===== config.mk =====
export PLATFORM = sky130hd
export DESIGN_NAME = seq_multiplier_param
export DESIGN_NICKNAME = d
export VERILOG_FILES = /design/src/rtl/seq_multiplier_param.sv
export SDC_FILE = /design/constraint.sdc
export NUM_CORES = 1
export LEC_CHECK = 0
export ABC_AREA = 1
export CAP_MARGIN = 20
export CELL_PAD_IN_SITES_DETAIL_PLACEMENT = 1
export CELL_PAD_IN_SITES_GLOBAL_PLACEMENT = 2
export CORE_MARGIN = 5
export CORE_UTILIZATION = 33
export CTS_CLUSTER_SIZE = 28
export DETAILED_ROUTE_END_ITERATION = 10
export GPL_TIMING_DRIVEN = 0
export PLACE_DENSITY = 0.95
export SLEW_MARGIN = 20
export SYNTH_ARGS = -nofsm -noshare
export SYNTH_HDL_FRONTEND = slang
export SYNTH_SLANG_ARGS = --single-unit
export TNS_END_PERCENT = 50

===== constraint.sdc =====
create_clock -name clk -period 4.7 [get_ports clk]
set_input_delay 0.705 -clock clk [delete_from_list [all_inputs] [get_ports clk]]
set_output_delay 0.705 -clock clk [all_outputs]
set_load 0.02 [all_outputs]

===== src/rtl/seq_multiplier_param.sv =====
// seq_multiplier_param
//   Sequential shift-add multiplier, one multiplier bit per clock over WIDTH cycles.
//   Signed mode wraps the unsigned core in sign-magnitude: operand magnitudes are
//   captured at acceptance and the product is negated on completion if needed.
//
// Ports:
//   clk          clock, rising edge
//   rst          synchronous active-high reset
//   start        multiply request, sampled in IDLE or DONE
//   signed_mode  1 = two's complement operands/product, 0 = unsigned (sampled with start)
//   in1          multiplicand (sampled with start)
//   in2          multiplier (sampled with start)
//   out          registered 2*WIDTH-bit product, holds the last result
//   busy         high while calculating
//   done         one-cycle pulse when out is updated
module seq_multiplier_param #(
    parameter int unsigned WIDTH = 8
) (
    input  logic                 clk,
    input  logic                 rst,
    input  logic                 start,
    input  logic                 signed_mode,
    input  logic [WIDTH-1:0]     in1,
    input  logic [WIDTH-1:0]     in2,
    output logic [2*WIDTH-1:0]   out,
    output logic                 busy,
    output logic                 done
);

    localparam int unsigned PW = 2 * WIDTH;
    localparam int unsigned CW = (WIDTH > 1) ? $clog2(WIDTH) : 1;
    localparam logic [CW-1:0] LAST_ITER = CW'(WIDTH - 1);

    localparam logic [1:0] ST_IDLE = 2'd0;
    localparam logic [1:0] ST_CALC = 2'd1;
    localparam logic [1:0] ST_DONE = 2'd2;

    logic [1:0]       state_q, state_d;
    logic [PW-1:0]    mcand_q, mcand_d;
    logic [WIDTH-1:0] mplier_q, mplier_d;
    logic [PW-1:0]    acc_q, acc_d;
    logic [CW-1:0]    cnt_q, cnt_d;
    logic             neg_q, neg_d;
    logic [PW-1:0]    out_q, out_d;

    logic [WIDTH-1:0] mag1, mag2;
    logic [PW-1:0]    sum;

    // Magnitudes of the operands; the most-negative value maps to 2^(WIDTH-1),
    // which is still representable as a WIDTH-bit unsigned number.
    always_comb begin
        mag1 = (signed_mode && in1[WIDTH-1]) ? (~in1 + 1'b1) : in1;
        mag2 = (signed_mode && in2[WIDTH-1]) ? (~in2 + 1'b1) : in2;
    end

    // Accumulator value after the current iteration.
    assign sum = acc_q + (mplier_q[0] ? mcand_q : '0);

    always_comb begin
        state_d  = state_q;
        mcand_d  = mcand_q;
        mplier_d = mplier_q;
        acc_d    = acc_q;
        cnt_d    = cnt_q;
        neg_d    = neg_q;
        out_d    = out_q;

        if (state_q == ST_CALC) begin
            acc_d    = sum;
            mcand_d  = mcand_q << 1;
            mplier_d = mplier_q >> 1;
            cnt_d    = cnt_q + CW'(1);
            if (cnt_q == LAST_ITER) begin
                // -0 == 0, so negation never produces a spurious nonzero result.
                out_d   = neg_q ? (~sum + 1'b1) : sum;
                state_d = ST_DONE;
            end
        end else begin
            // IDLE and DONE accept a new request identically.
            if (start) begin
                mcand_d  = PW'(mag1);
                mplier_d = mag2;
                acc_d    = '0;
                cnt_d    = '0;
                neg_d    = signed_mode & (in1[WIDTH-1] ^ in2[WIDTH-1]);
                state_d  = ST_CALC;
            end else begin
                state_d = ST_IDLE;
            end
        end
    end

    always_ff @(posedge clk) begin
        if (rst) begin
            state_q  <= ST_IDLE;
            mcand_q  <= '0;
            mplier_q <= '0;
            acc_q    <= '0;
            cnt_q    <= '0;
            neg_q    <= 1'b0;
            out_q    <= '0;
        end else begin
            state_q  <= state_d;
            mcand_q  <= mcand_d;
            mplier_q <= mplier_d;
            acc_q    <= acc_d;
            cnt_q    <= cnt_d;
            neg_q    <= neg_d;
            out_q    <= out_d;
        end
    end

    assign out  = out_q;
    assign busy = (state_q == ST_CALC);
    assign done = (state_q == ST_DONE);

endmodule


==> flow_metrics.env, run 1 <==
export IMPL_status="finished, final reports clean"
export IMPL_ys_ff_latch=62
export IMPL_hp_class="reg -> reg"
export IMPL_drc=0
export IMPL_postCtsSetupBuffers=0
export IMPL_portBuffers=36
export IMPL_drtIter0Drc=137
export IMPL_synth_cells=661
export IMPL_design_area_um2=4960
export IMPL_synth_distinct_cells=34
export IMPL_p_leak_nw=2.38
export IMPL_vias=4302
export IMPL_synth_area_per_cell_um2=6.15
export IMPL_syn_num_nets=702
export IMPL_total_power_w=0.00142
export IMPL_netlist_area_um2=4070
export IMPL_path_delay_family="simple AND/OR/NAND/NOR gates"
export IMPL_post_dp_cell_area_um2=4640
export IMPL_layout_drive_gt1_share_pct=7.01
export IMPL_clock_path_buffers=2
export IMPL_timing_hold_ws_ns=0.455
export IMPL_cts_hold_buf=0
export IMPL_clock_fmax_ghz=0.325
export IMPL_synth_edf_count=0
export IMPL_min_period_over_period_pct=65.5
export IMPL_async_flop_share_pct=0
export IMPL_area_growth_pct=22.0
export IMPL_clock_skew_ns=0.00803
export IMPL_vias_per_cell=4.88
export IMPL_die_x_um=121
export IMPL_die_h_um=121
export IMPL_utilization_pct=41.1
export IMPL_critPathMostFrequentCell="nand2_1"
export IMPL_critPathMaxFanout=10
export IMPL_cts_repair_resized=0
export IMPL_crit_arrival_ns=3.31
export IMPL_nets=749
export IMPL_hpwl_um=10300
export IMPL_ys_seq_area_share_pct=30.5
export IMPL_peakVddDrop_mv=0.159
export IMPL_r2r_end="out[13]"
export IMPL_period_minus_slack_ns=3.08
export IMPL_cp_buffers_inverters=3
export IMPL_clk_latency_ns=0.33
export IMPL_tightest_slew_ns=0.609
export IMPL_final_setup_tns_ns=0
export IMPL_slew_limit_headroom_pct=59.4
export IMPL_worstPathRequired_ns=4.93
export IMPL_rsz0062_at_grt="no"
export IMPL_grt_first_pass_wirelength_um=22200
export IMPL_hold_viol=0
export IMPL_firstDrtPassIters=4
export IMPL_r2r_slack_ns=1.62
export IMPL_numCtsBuffers=9
export IMPL_finalWirelength_um=12800
export IMPL_setup_violations=0
export IMPL_yosysWarnings=0
export IMPL_power_density_nw_per_um2=286
export IMPL_cp_slowest_cell="clkbuf_1"
export IMPL_dieArea_um2=14600
export IMPL_holdPathEnd="out[15]"
export IMPL_wl_per_cell_um=14.5
export IMPL_ant_nets=0
export IMPL_r2r_cells=19
export IMPL_whs_path_depth=2
export IMPL_initial_core_util_pct=33.7
export IMPL_grt_ovfl_total=0
export IMPL_worstSetupEndpointType="register"
export IMPL_cts_tree="built"
export IMPL_num_rows=40
export IMPL_core_area_um2=12100
export IMPL_max_cap_viol_count=0
export IMPL_grtUsageTotal_pct=18.6
export IMPL_drv_slew=0
export IMPL_cpPeakStageDelay_ns=0.41
export IMPL_cp_start_kind="register"
export IMPL_routabilityCongestion=0.868
export IMPL_cts_root_buffer="clkbuf_16"
export IMPL_n_antenna_cell=0
export IMPL_io_pin_count=38
export IMPL_antenna_found_initial=0
export IMPL_path_cells="clkbuf_1 -> clkbuf_1 -> nand2_1 -> inv_1 -> ha_1 -> nand2_1 -> nand2_1 -> a21oi_2 -> nand2_2 -> nand2_1 -> nand2_1 -> nor2_2 -> nand3_2 -> nor2_4 -> nand2_1 -> nand2_1 -> nand2_1 -> nand3_1 -> nand2_1"
export IMPL_clock_sinks=62
export IMPL_htreeDepth=3
export IMPL_grt_pass1_vias=4738
export IMPL_grt_max_degree=12
export IMPL_critPathKind="reg -> reg"
export IMPL_synthFlopType="dfxtp_1"
export IMPL_clk_pin_slew_ns=0.06
export IMPL_worstHoldStart="out[15]"
export IMPL_r2r_start="mplier_q[0]"
how the worst max path moves through the flow:
stage | startpoint | endpoint | slack (ns) | cells past startpoint
2_1_floorplan | mplier_q[0] | out[14] | 2.26 | 16
3_3_place_gp | mplier_q[0] | out[15] | 1.74 | 19
3_5_place_dp | mplier_q[0] | out[13] | 1.64 | 19
4_1_cts | mplier_q[0] | out[13] | 1.60 | 19
5_1_grt | mplier_q[0] | out[15] | 1.27 | 19
6_report | mplier_q[0] | out[13] | 1.62 | 19
worst min-delay path, stage by stage (launching register included):
cell,delay [ns]
dfxtp_1,0.31
nand2_1,0.06
nand2_1,0.05
layout by cell type, fill, tap and decap left out, drive strengths merged, types with 4 or more instances in the layout:
master	n
nor2	41
clkdlybuf4s50	36
nand3	52
nand4	7
dfxtp	62
nand2	261
xor2	8
nor3	5
o21ai	22
a31oi	13
ha	20
inv	90
buf	4
a21oi	44
clkbuf	27
final cells by class:
class	instances	area [µm²]
Fill cell	1611	7100
Multi-Input combinational cell	488	2410
Sequential cell	62	1240
Timing Repair Buffer	36	360
Inverter	91	342
Clock buffer	11	243
Tap cell	168	210
Clock inverter	5	81.3
Buffer	20	77.6
synth_stat cells, types with 4 or more instances:
| master | number | area (µm²) |
|---|---|---|
| ha_1 | 20 | 250 |
| nor2_1 | 35 | 131 |
| nand3_1 | 48 | 240 |
| o21ai_0 | 16 | 80.1 |
| nor3_1 | 4 | 20.0 |
| clkbuf_1 | 16 | 60.1 |
| nor2_2 | 5 | 31.3 |
| xor2_1 | 8 | 70.1 |
| inv_1 | 81 | 304 |
| a31oi_1 | 13 | 81.3 |
| nand2_2 | 12 | 75.1 |
| nand4_1 | 7 | 43.8 |
| inv_2 | 8 | 30.0 |
| dfxtp_1 | 62 | 1240 |
| nand3_2 | 4 | 40.0 |
| o21ai_1 | 6 | 30.0 |
| nand2_1 | 249 | 935 |
| a21oi_1 | 42 | 210 |
state kept, by name, summed over array words and instances (netlist names):
name	cells
acc_q	16
mcand_q	16
out	16
mplier_q	8
cnt_q	3
state_q	2
neg_q	1
metal layers:
layer | wire length, µm | track usage, %
met5 | 0 | 0
met4 | 240 | 5.88
met2 | 6590 | 34.9
met3 | 301 | 2.61
met1 | 5620 | 21.6
through the flow:
step	std cells	setup WS (ns)
6_report	881	1.62
5_1_grt	881	1.27
4_1_cts	881	1.60
3_5_place_dp	865	1.64
3_3_place_gp	865	1.74
2_1_floorplan	661	2.26
power breakdown:
part	internal, W	total [W]	switching [W]
logic	0.0000483	0.000140	0.0000913
registers	0.000538	0.000546	0.00000769
clock network	0.000480	0.000733	0.000253
total	0.00107	0.00142	0.000352
cells by family after synthesis:
logic type | share of synthesized area (%)
and+or+nand+nor | 38.5
buffers and inverters | 10.3
AOI/OAI and AO/OA | 12.3
DFF | 30.5
adders and majority gates | 6.64
xor gates and xnor gates | 1.72
Note: power is estimated with default switching activity, not from simulation.
==> run 2: changes to the inputs <==
Settings changed: CORE_UTILIZATION 33 to 31, PLACE_DENSITY 0.95 to 0.9.
Clock period 4.7 ns to 3.11 ns, I/O delays scaled along.
==> run 2 against run 1 <==
Effect of this change:
- flip-flop and latch count unchanged
- cell count grew 0.34%
- non-clock buffer count shrank 1
- via count is 0.23% lower
- clock power is 38% higher
- count of clock-buffer cells in the layout fell by 1
- power increased by 44%
- register-to-register slack worse by 1.2 ns
==> flow_metrics.env, run 2 (synthesis results as in run 1) <==
export IMPL_r2r_slack_ns=0.45
export IMPL_routabilityCongestion=0.859
export IMPL_clock_path_buffers=2
export IMPL_hpwl_um=10400
export IMPL_slew_limit_headroom_pct=60.1
export IMPL_tightest_slew_ns=0.598
export IMPL_postCtsSetupBuffers=0
export IMPL_crit_arrival_ns=2.88
export IMPL_drtIter0Drc=146
export IMPL_cts_tree="built"
export IMPL_finalWirelength_um=12900
export IMPL_critPathCapture="out[15]"
export IMPL_grt_ovfl_total=0
export IMPL_busiest_layer="met2"
export IMPL_status="finished, final reports clean"
export IMPL_cp_start_kind="register"
export IMPL_grtUsageTotal_pct=17.3
export IMPL_period_minus_slack_ns=2.66
export IMPL_htreeDepth=3
export IMPL_numCtsBuffers=9
export IMPL_worstSetupEndpointType="register"
export IMPL_critPathKind="reg -> reg"
export IMPL_antenna_found_initial=0
export IMPL_post_dp_cell_area_um2=4640
export IMPL_power_density_nw_per_um2=414
export IMPL_clock_skew_ns=0.00813
export IMPL_io_pin_count=38
export IMPL_wl_per_cell_um=14.6
export IMPL_vias_per_cell=4.86
export IMPL_initial_core_util_pct=32.0
export IMPL_use_met2_pct=31.8
export IMPL_die_x_um=125
export IMPL_portBuffers=36
export IMPL_cts_hold_buf=0
export IMPL_final_common_cell="nand2_1"
export IMPL_r2r_start="mplier_q[0]"
export IMPL_ant_nets=0
export IMPL_power_switching_w=0.000541
export IMPL_die_h_um=125
export IMPL_critPathMaxFanout=10
export IMPL_setup_violations=0
export IMPL_clk_pin_slew_ns=0.05
export IMPL_n_antenna_cell=0
export IMPL_dp_cells=869
export IMPL_drv_slew=0
export IMPL_dieArea_um2=15500
export IMPL_met1_usage_pct=19.4
export IMPL_hp_class="reg -> reg"
export IMPL_layout_drive_gt1_share_pct=7.44
export IMPL_max_cap_viol_count=0
export IMPL_area_growth_pct=21.3
export IMPL_num_rows=41
export IMPL_grt_first_pass_wirelength_um=22200
export IMPL_worstPathRequired_ns=3.34
export IMPL_cts_root_buffer="clkbuf_16"
export IMPL_r2r_cells=18
export IMPL_power_share_switching_pct=26.4
export IMPL_comb_power_share_pct=10.2
export IMPL_pwr_share_clk_pct=49.3
export IMPL_core_area_um2=12700
export IMPL_gr_usage_met3_pct=2.92
export IMPL_firstDrtPassIters=4
export IMPL_final_setup_tns_ns=0
export IMPL_min_period_over_period_pct=85.4
export IMPL_r2r_end="out[15]"
export IMPL_p_int_w=0.00151
export IMPL_vias=4292
export IMPL_seq_power_share_pct=40.4
export IMPL_peakVddDrop_mv=0.246
export IMPL_fillCellCount=1725
export IMPL_grt_max_degree=12
export IMPL_worstSetupStartpoint="mplier_q[0]"
export IMPL_drc=0
export IMPL_hold_viol=0
export IMPL_p_leak_nw=2.37
export IMPL_rsz0062_at_grt="no"
export IMPL_clk_latency_ns=0.34
export IMPL_clock_sinks=62
export IMPL_clock_fmax_ghz=0.376
export IMPL_most_common_layout_cells="nand2_1 (249), inv_1 (81), dfxtp_1 (61)"
export IMPL_nets=748
export IMPL_design_area_um2=4940
export IMPL_fin_cells=884
export IMPL_grt_pass1_vias=4700
## run 2: cell types whose count changed in the layout (fill, tap and decap cells not counted), sizes merged
cell      delta
clkinv       +4
clkbuf       -3
buf          +1
bufinv       -1
clkinvlp     -1
inv          -1
## run 2: cell type report
type                       count  area (µm²)  share of cell area [%]
multi-input combinational    488        2410                    48.8
inverter                      91         342                    6.92
clock buffer                  10         229                    4.64
tap                          172         215                    4.36
clock inverter                 6        62.6                    1.27
sequential                    62        1240                    25.2
timing repair buffer          36         360                    7.30
buffer                        19        75.1                    1.52
## run 2: power groups by stage
| stage | combinational [W] | sequential [W] | clock, W |
|---|---|---|---|
| 6_report | 0.000209 | 0.000827 | 0.00101 |
| 5_1_grt | 0.000239 | 0.000829 | 0.00106 |
| 4_1_cts | 0.000214 | 0.000825 | 0.00103 |
| 3_5_place_dp | 0.000212 | 0.000842 | 0 |
| 3_3_place_gp | 0.000205 | 0.000841 | 0 |
| 2_1_floorplan | 0.000133 | 0.000838 | 0 |
## run 2: per-stage QoR
stage | worst slack [ns] | hold slack [ns] | power [W] | utilization (%)
floorplan | 0.670 | 0.432 | 0.000972 | -
global placement | 0.136 | 0.438 | 0.00105 | 36.5
detailed placement | 0.0550 | 0.450 | 0.00105 | 36.5
CTS | 0.00343 | 0.460 | 0.00207 | 38.8
global route | 0.110 | 0.478 | 0.00213 | 38.8
finish | 0.453 | 0.454 | 0.00205 | 38.8
## run 2: metal layers
metal | vias up | part of all wire (%)
met4 | 0 | 3.1
met3 | 34 | 2.3
met2 | 61 | 51
met1 | 2014 | 44
li1 | 2183 | -
met5 | - | 0
## run 2: how the worst min path moves through the flow
| stage | from | endpoint | depth (start not counted) | slack, ns |
|---|---|---|---|---|
| detailed placement | out[14] | out[14] | 2 | 0.45 |
| finish | out[14] | out[14] | 2 | 0.45 |
| floorplan | cnt_q[0] | cnt_q[0] | 1 | 0.43 |
| CTS | out[14] | out[14] | 2 | 0.46 |
| global route | out[12] | out[12] | 2 | 0.48 |
| global placement | out[14] | out[14] | 2 | 0.44 |
## run 2: timing repair
item | in CTS | in global routing
hold endpoints to repair | 0 | 0
resized for setup | 0 | 5
endpoints found under the setup margin | 0 | 10
## run 2: critical path, stage by stage, from the launching register on
cell and delay [ns]:
dfxtp_2 0.41, buf_2 0.25, nand2_1 0.08, inv_1 0.09, ha_1 0.30, nand2_1 0.15
inv_1 0.07, nand3_1 0.12, nand2_1 0.10, nand2_1 0.07, nand2_1 0.14, nor2_2 0.19
nand3_2 0.12, nor2_4 0.13, nand2_1 0.09, nand2_1 0.06, nand2_1 0.05, nand3_1 0.07
nand2_1 0.06
==> run 3: changes to the inputs <==
Settings changed: ABC_CLOCK_PERIOD_IN_PS set to 2500.
Clock period 3.11 ns to 2.5 ns, I/O delays scaled along.
==> run 3 against run 2 <==
Effect of this change:
- sequential power up 25%
- critical path type unchanged
- maximum frequency up 11%
- die area unchanged
- non-clock buffer count up 13
==> flow_metrics.env, run 3 (synthesis results as in run 1) <==
export IMPL_setup_violations=0
export IMPL_pre_cts_ws_ns=-0.555
export IMPL_nets=761
export IMPL_most_common_layout_cells="nand2_1 (230), inv_1 (77), dfxtp_1 (61)"
export IMPL_min_period_over_period_pct=95.5
export IMPL_hpwl_um=10400
export IMPL_layout_drive_gt1_share_pct=15.6
export IMPL_grt_ovfl_total=0
export IMPL_cpPeakStageDelay_ns=0.38
export IMPL_clock_skew_ns=0.00929
export IMPL_slew_limit_headroom_pct=59.1
export IMPL_die_x_um=125
export IMPL_p_int_w=0.00190
export IMPL_antenna_found_initial=0
export IMPL_drc=0
export IMPL_seq_power_share_pct=39.7
export IMPL_clock_path_buffers=2
export IMPL_hp_class="reg -> reg"
export IMPL_clk_latency_ns=0.34
export IMPL_ant_nets=0
export IMPL_pwr_share_clk_pct=48.8
export IMPL_worstPathRequired_ns=2.73
export IMPL_post_dp_cell_area_um2=4640
export IMPL_finalWirelength_um=13600
export IMPL_worstSetupEndpointType="register"
export IMPL_dieArea_um2=15500
export IMPL_routed_top_layer="met4"
export IMPL_drtIter0Drc=131
export IMPL_cts_tree="built"
export IMPL_vias_per_cell=4.89
export IMPL_power_density_nw_per_um2=482
export IMPL_cp_slowest_cell="dfxtp_4"
export IMPL_routabilityCongestion=0.859
export IMPL_max_cap_viol_count=0
export IMPL_critPathMaxFanout=6
export IMPL_final_common_cell="nand2_1"
export IMPL_clock_fmax_ghz=0.419
export IMPL_wl_met3_um=295
export IMPL_design_area_um2=5370
export IMPL_fillCellCount=1691
export IMPL_power_switching_w=0.000696
export IMPL_grt_max_degree=19
export IMPL_vias=4386
export IMPL_die_h_um=125
export IMPL_worst_slack_ns=0.112
export IMPL_power_share_switching_pct=26.9
export IMPL_cp_start_kind="register"
export IMPL_clock_sinks=62
export IMPL_core_area_um2=12700
export IMPL_grt_first_pass_wirelength_um=22400
export IMPL_area_growth_pct=32.1
export IMPL_numCtsBuffers=9
export IMPL_num_rows=41
export IMPL_n_antenna_cell=0
export IMPL_cts_root_buffer="clkbuf_16"
export IMPL_peakVddDrop_mv=0.307
export IMPL_critPathMostFrequentCell="nand2_1"
export IMPL_htreeDepth=3
export IMPL_final_setup_tns_ns=0
export IMPL_grtUsageTotal_pct=17.4
export IMPL_critPathKind="reg -> reg"
export IMPL_portBuffers=36
export IMPL_status="finished, final reports clean"
export IMPL_grt_pass1_vias=4740
export IMPL_wl_met2_um=7050
export IMPL_multi_input_area_um2=2710
export IMPL_drt_met1_wl_um=5900
export IMPL_crit_arrival_ns=2.62
export IMPL_p_leak_nw=2.46
export IMPL_tightest_slew_ns=0.614
export IMPL_clk_pin_slew_ns=0.05
export IMPL_path_cells="clkbuf_16 -> nand2_1 -> inv_1 -> ha_4 -> nand2_1 -> nand2_1 -> inv_2 -> nand2_2 -> nand2_1 -> nand2_2 -> nand3_4 -> nor2_4 -> nand3_4 -> nor2_4 -> nand2_2 -> nand2_1 -> nand2_1 -> nand3_1 -> nand2_1"
export IMPL_firstDrtPassIters=4
export IMPL_wl_per_cell_um=15.1
export IMPL_seq_area_um2=1240
export IMPL_comb_power_share_pct=11.4
export IMPL_initial_core_util_pct=32.0
export IMPL_io_pin_count=38
export IMPL_hold_viol=0
export IMPL_drv_slew=0
export IMPL_utilization_pct=42.2
export IMPL_period_minus_slack_ns=2.39
export IMPL_rsz0062_at_grt="yes"
run 3: cell types whose count changed in the layout (fill, tap and decap cells not counted), sizes merged:
cell and change:
buf +13
run 3: layout make-up:
| class | instances | share of cell area [%] |
|---|---|---|
| Multi-Input combinational cell | 488 | 50.5 |
| Sequential cell | 62 | 23.2 |
| Timing Repair Buffer | 50 | 9.06 |
| Inverter | 91 | 6.36 |
| Clock buffer | 10 | 4.26 |
| Tap cell | 172 | 4.01 |
| Buffer | 18 | 1.51 |
| Clock inverter | 6 | 1.16 |
run 3: timing repair:
action	in CTS	in global routing
setup buffers	1	12
cloned	0	1
gates resized for setup	23	58
endpoints found under the setup margin	23	11
hold buffers	0	0
pin swaps	2	25
run 3: worst max-delay path: cells and delay by family (launching register included):
| family | cells | cell delay, ns |
|---|---|---|
| adder cells (fa/ha/maj) | 1 | 0.30 |
| AND/OR/NAND/NOR | 15 | 1.31 |
| buffers and inverters | 3 | 0.28 |
| flip-flops | 1 | 0.38 |
run 3: power groups by stage:
stage	sequential [W]	clock, W	combinational [W]
4_1_cts	0.00103	0.00128	0.000266
2_1_floorplan	0.00104	0	0.000166
3_5_place_dp	0.00105	0	0.000264
3_3_place_gp	0.00105	0	0.000255
5_1_grt	0.00103	0.00132	0.000333
6_report	0.00103	0.00127	0.000296
run 3: final timing paths:
path | from | endpoint | slack (ns) | cells after the start
setup / recovery | mplier_q[0] | out[15] | 0.11 | 19
hold / removal | out[14] | out[14] | 0.45 | 2
setup reg to reg | mplier_q[0] | out[15] | 0.11 | 19
hold reg to reg | out[14] | out[14] | 0.45 | 2
run 3: layer usage:
metal,GRT usage (%),vias to the layer above
li1,-,2214
met1,19.7,2082
met2,31.8,64
met3,2.92,26
met4,7.99,0
met5,0,-
run 3: metrics by stage:
step	cells	power [W]	hold WS [ns]
after floorplan	661	0.00121	0.432
after global placement	869	0.00130	0.438
after detailed placement	869	0.00131	0.450
after CTS	884	0.00257	0.460
after global routing	897	0.00269	0.478
final	897	0.00259	0.454
==> patch (config.mk and constraints of run 1) <==
Set the parameter `WIDTH` to 4 (it was 8).
--- a/src/rtl/seq_multiplier_param.sv
+++ b/src/rtl/seq_multiplier_param.sv
@@ -16,3 +16,3 @@
 module seq_multiplier_param #(
-    parameter int unsigned WIDTH = 8
+    parameter int unsigned WIDTH = 4
 ) (
Ports: changed (resized in1, in2 and out); port bits go from 38 to 22. The function was not compared with the original's and may differ.
==> patch against run 1 <==
  * Critical path depth shrank 15
  * Design area is 53% lower
  * Total power down 55%
  * Routed wire length is 61% lower
  * Sequential power decreased by 47%
  * Worst hold slack worse by 2.7 ps
  * Global-route usage decreased by 3.8 points
  * Setup slack improved by 370 ps
  * Area after synthesis is 53% lower
  * Via count decreased by 57%
  * Sequential cell count shrank 29
  * Critical path type is now flip-flop to output port
  * Largest cell class unchanged
  * Highest routed layer unchanged
==> patch: results (changes against run 1) <==
| Metric | Value |
|---|---|
| # Post-CTS Setup Buffers | 0 (unchanged) |
| HPWL Detailed | 3.94 mm (-62%) |
| Layout cells sized above 1 | 8.60% (+1.6 points) |
| Synth top cells by count | 107 x nand2_1, 35 x inv_1, 33 x dfxtp_1, 22 x a21oi_1, 17 x nand3_1 |
| Largest net degree at the start of global routing | 11 (-1) |
| Place WS | 2310 ps (+670 ps) |
| Mapped Cells | 285 (-57%) |
| GP Congestion | 0.761 (-12%) |
| DR iter-0 viols | 44 (-68%) |
| Routed Antenna Nets | 0 (unchanged) |
| Vias in the first global route | 1940 (-59%) |
| Crit path DAT | 2000 ps (-1310 ps) |
| Post_cts resized | 0 (unchanged) |
| Clk root buf | clkbuf_8 |
| Max_slew headroom | 63.4% (+4.0 points) |
| Ranking of synthesized cells by area | dfxtp_1 35%, nand2_1 21%, ha_1 7.2% |
| LEAKAGE | 0.00111 uW (-53%) |
| Rows | 27 (-33%) |
| Placed Area | 0.00220 mm2 (-52%) |
| Detailed Route WL | 5.01 mm (-61%) |
| Nets | 337 (-55%) |
| Via density | 4.77 (-2.3%) |
| Peak supply drop | 0.121 mV (-24%) |
| Worst hold-check path type | flip-flop to flip-flop |
| Sequential-to-total area share from yosys stat | 34.7% (+4.2 points) |
| Worst skew pair latency | 290 ps (-40 ps) |
| CTS Buf Count | 5 (-4) |
| Slew Limit Fails | 0 (unchanged) |
| Antenna violations before repair | 0 (unchanged) |
| Worst-path clk slew | 70 ps |
| Global-route wire length before repair | 8.79 mm (-60%) |
| Synth unique cells | 29 (-15%) |
| Synth warn | 0 (unchanged) |
| Placed insts | 378 (-56%) |
| Crit path max fanout | 10 (unchanged) |
| IO Port Bufs | 21 (-42%) |
| Outcome | completed |
| Deepest clock path buffer count | 2 (unchanged) |
| CP startpoint | state_q[0] |
| DRT Pass-1 Iters | 4 (unchanged) |
| N_diodes | 0 (unchanged) |
| Worst r2r src | mplier_q[0] |
| Predominant post-synthesis flop cell | dfxtp_1 |
| H-tree Lvls | 2 (-1) |
| Post-synth ARST share | 0% (unchanged) |
| Avg WL per Cell | 13.0 um (-10%) |
| Hold path startpoint | out[5] |
| Post-synth net total | 309 (-56%) |
| Setup Skew | 7.90 ps (-0.136 ps) |
| All-Layer GR Usage | 14.8% (-3.8 points) |
## patch: power breakdown
group          total (uW)  internal [uW]  switching [uW]  leakage [uW]
combinational        68.8           26.9            41.9      0.000785
sequential            291            287            4.35      0.000268
clock                 279            173             106     0.0000585
## patch: worst max-delay path, stage by stage (launching register included)
cell and delay, ps:
dfxtp_1 350, nand2_1 70, inv_2 120, clkbuf_1 450, clkdlybuf4s50_1 710
## patch: layer usage
| metal | global-route usage [%] | vias to the layer above | routed length (um) |
|---|---|---|---|
| met4 | 4.75 | 0 | 79 |
| met3 | 2.31 | 6 | 150 |
| li1 | - | 960 | - |
| met2 | 26.7 | 22 | 2520 |
| met5 | 0 | - | 0 |
| met1 | 17.7 | 853 | 2250 |
## patch: path summary, 6_finish.rpt
| path | depth (start not counted) | slack (ps) | to |
|---|---|---|---|
| worst min register to register | 2 | 450 | out[5] |
| worst max-delay path | 4 | 2000 | busy |
| worst min-delay path | 2 | 450 | out[5] |
| worst max register to register | 16 | 2400 | out[6] |
## patch: logic make-up (layout without fill, tap and decap cells)
logic type      Yosys count  after routing  share of synthesized area (%)
fa+ha+maj                12             12                           8.28
simple gates            152            152                           34.4
compound gates           40             40                           11.6
xor+xnor                  3              3                           1.38
buf+inv                  45             74                           9.60
flops                    33             33                           34.7
## patch: area by class of cell
type,count,area (um2)
clock buffers,7,86.3
clock inverters,1,30.0
inverters,37,139
plain buffers,8,43.8
fillers,729,3220
multi-input cells,207,1060
repair buffers,21,210
well taps,72,90.1
flip-flops and latches,33,661
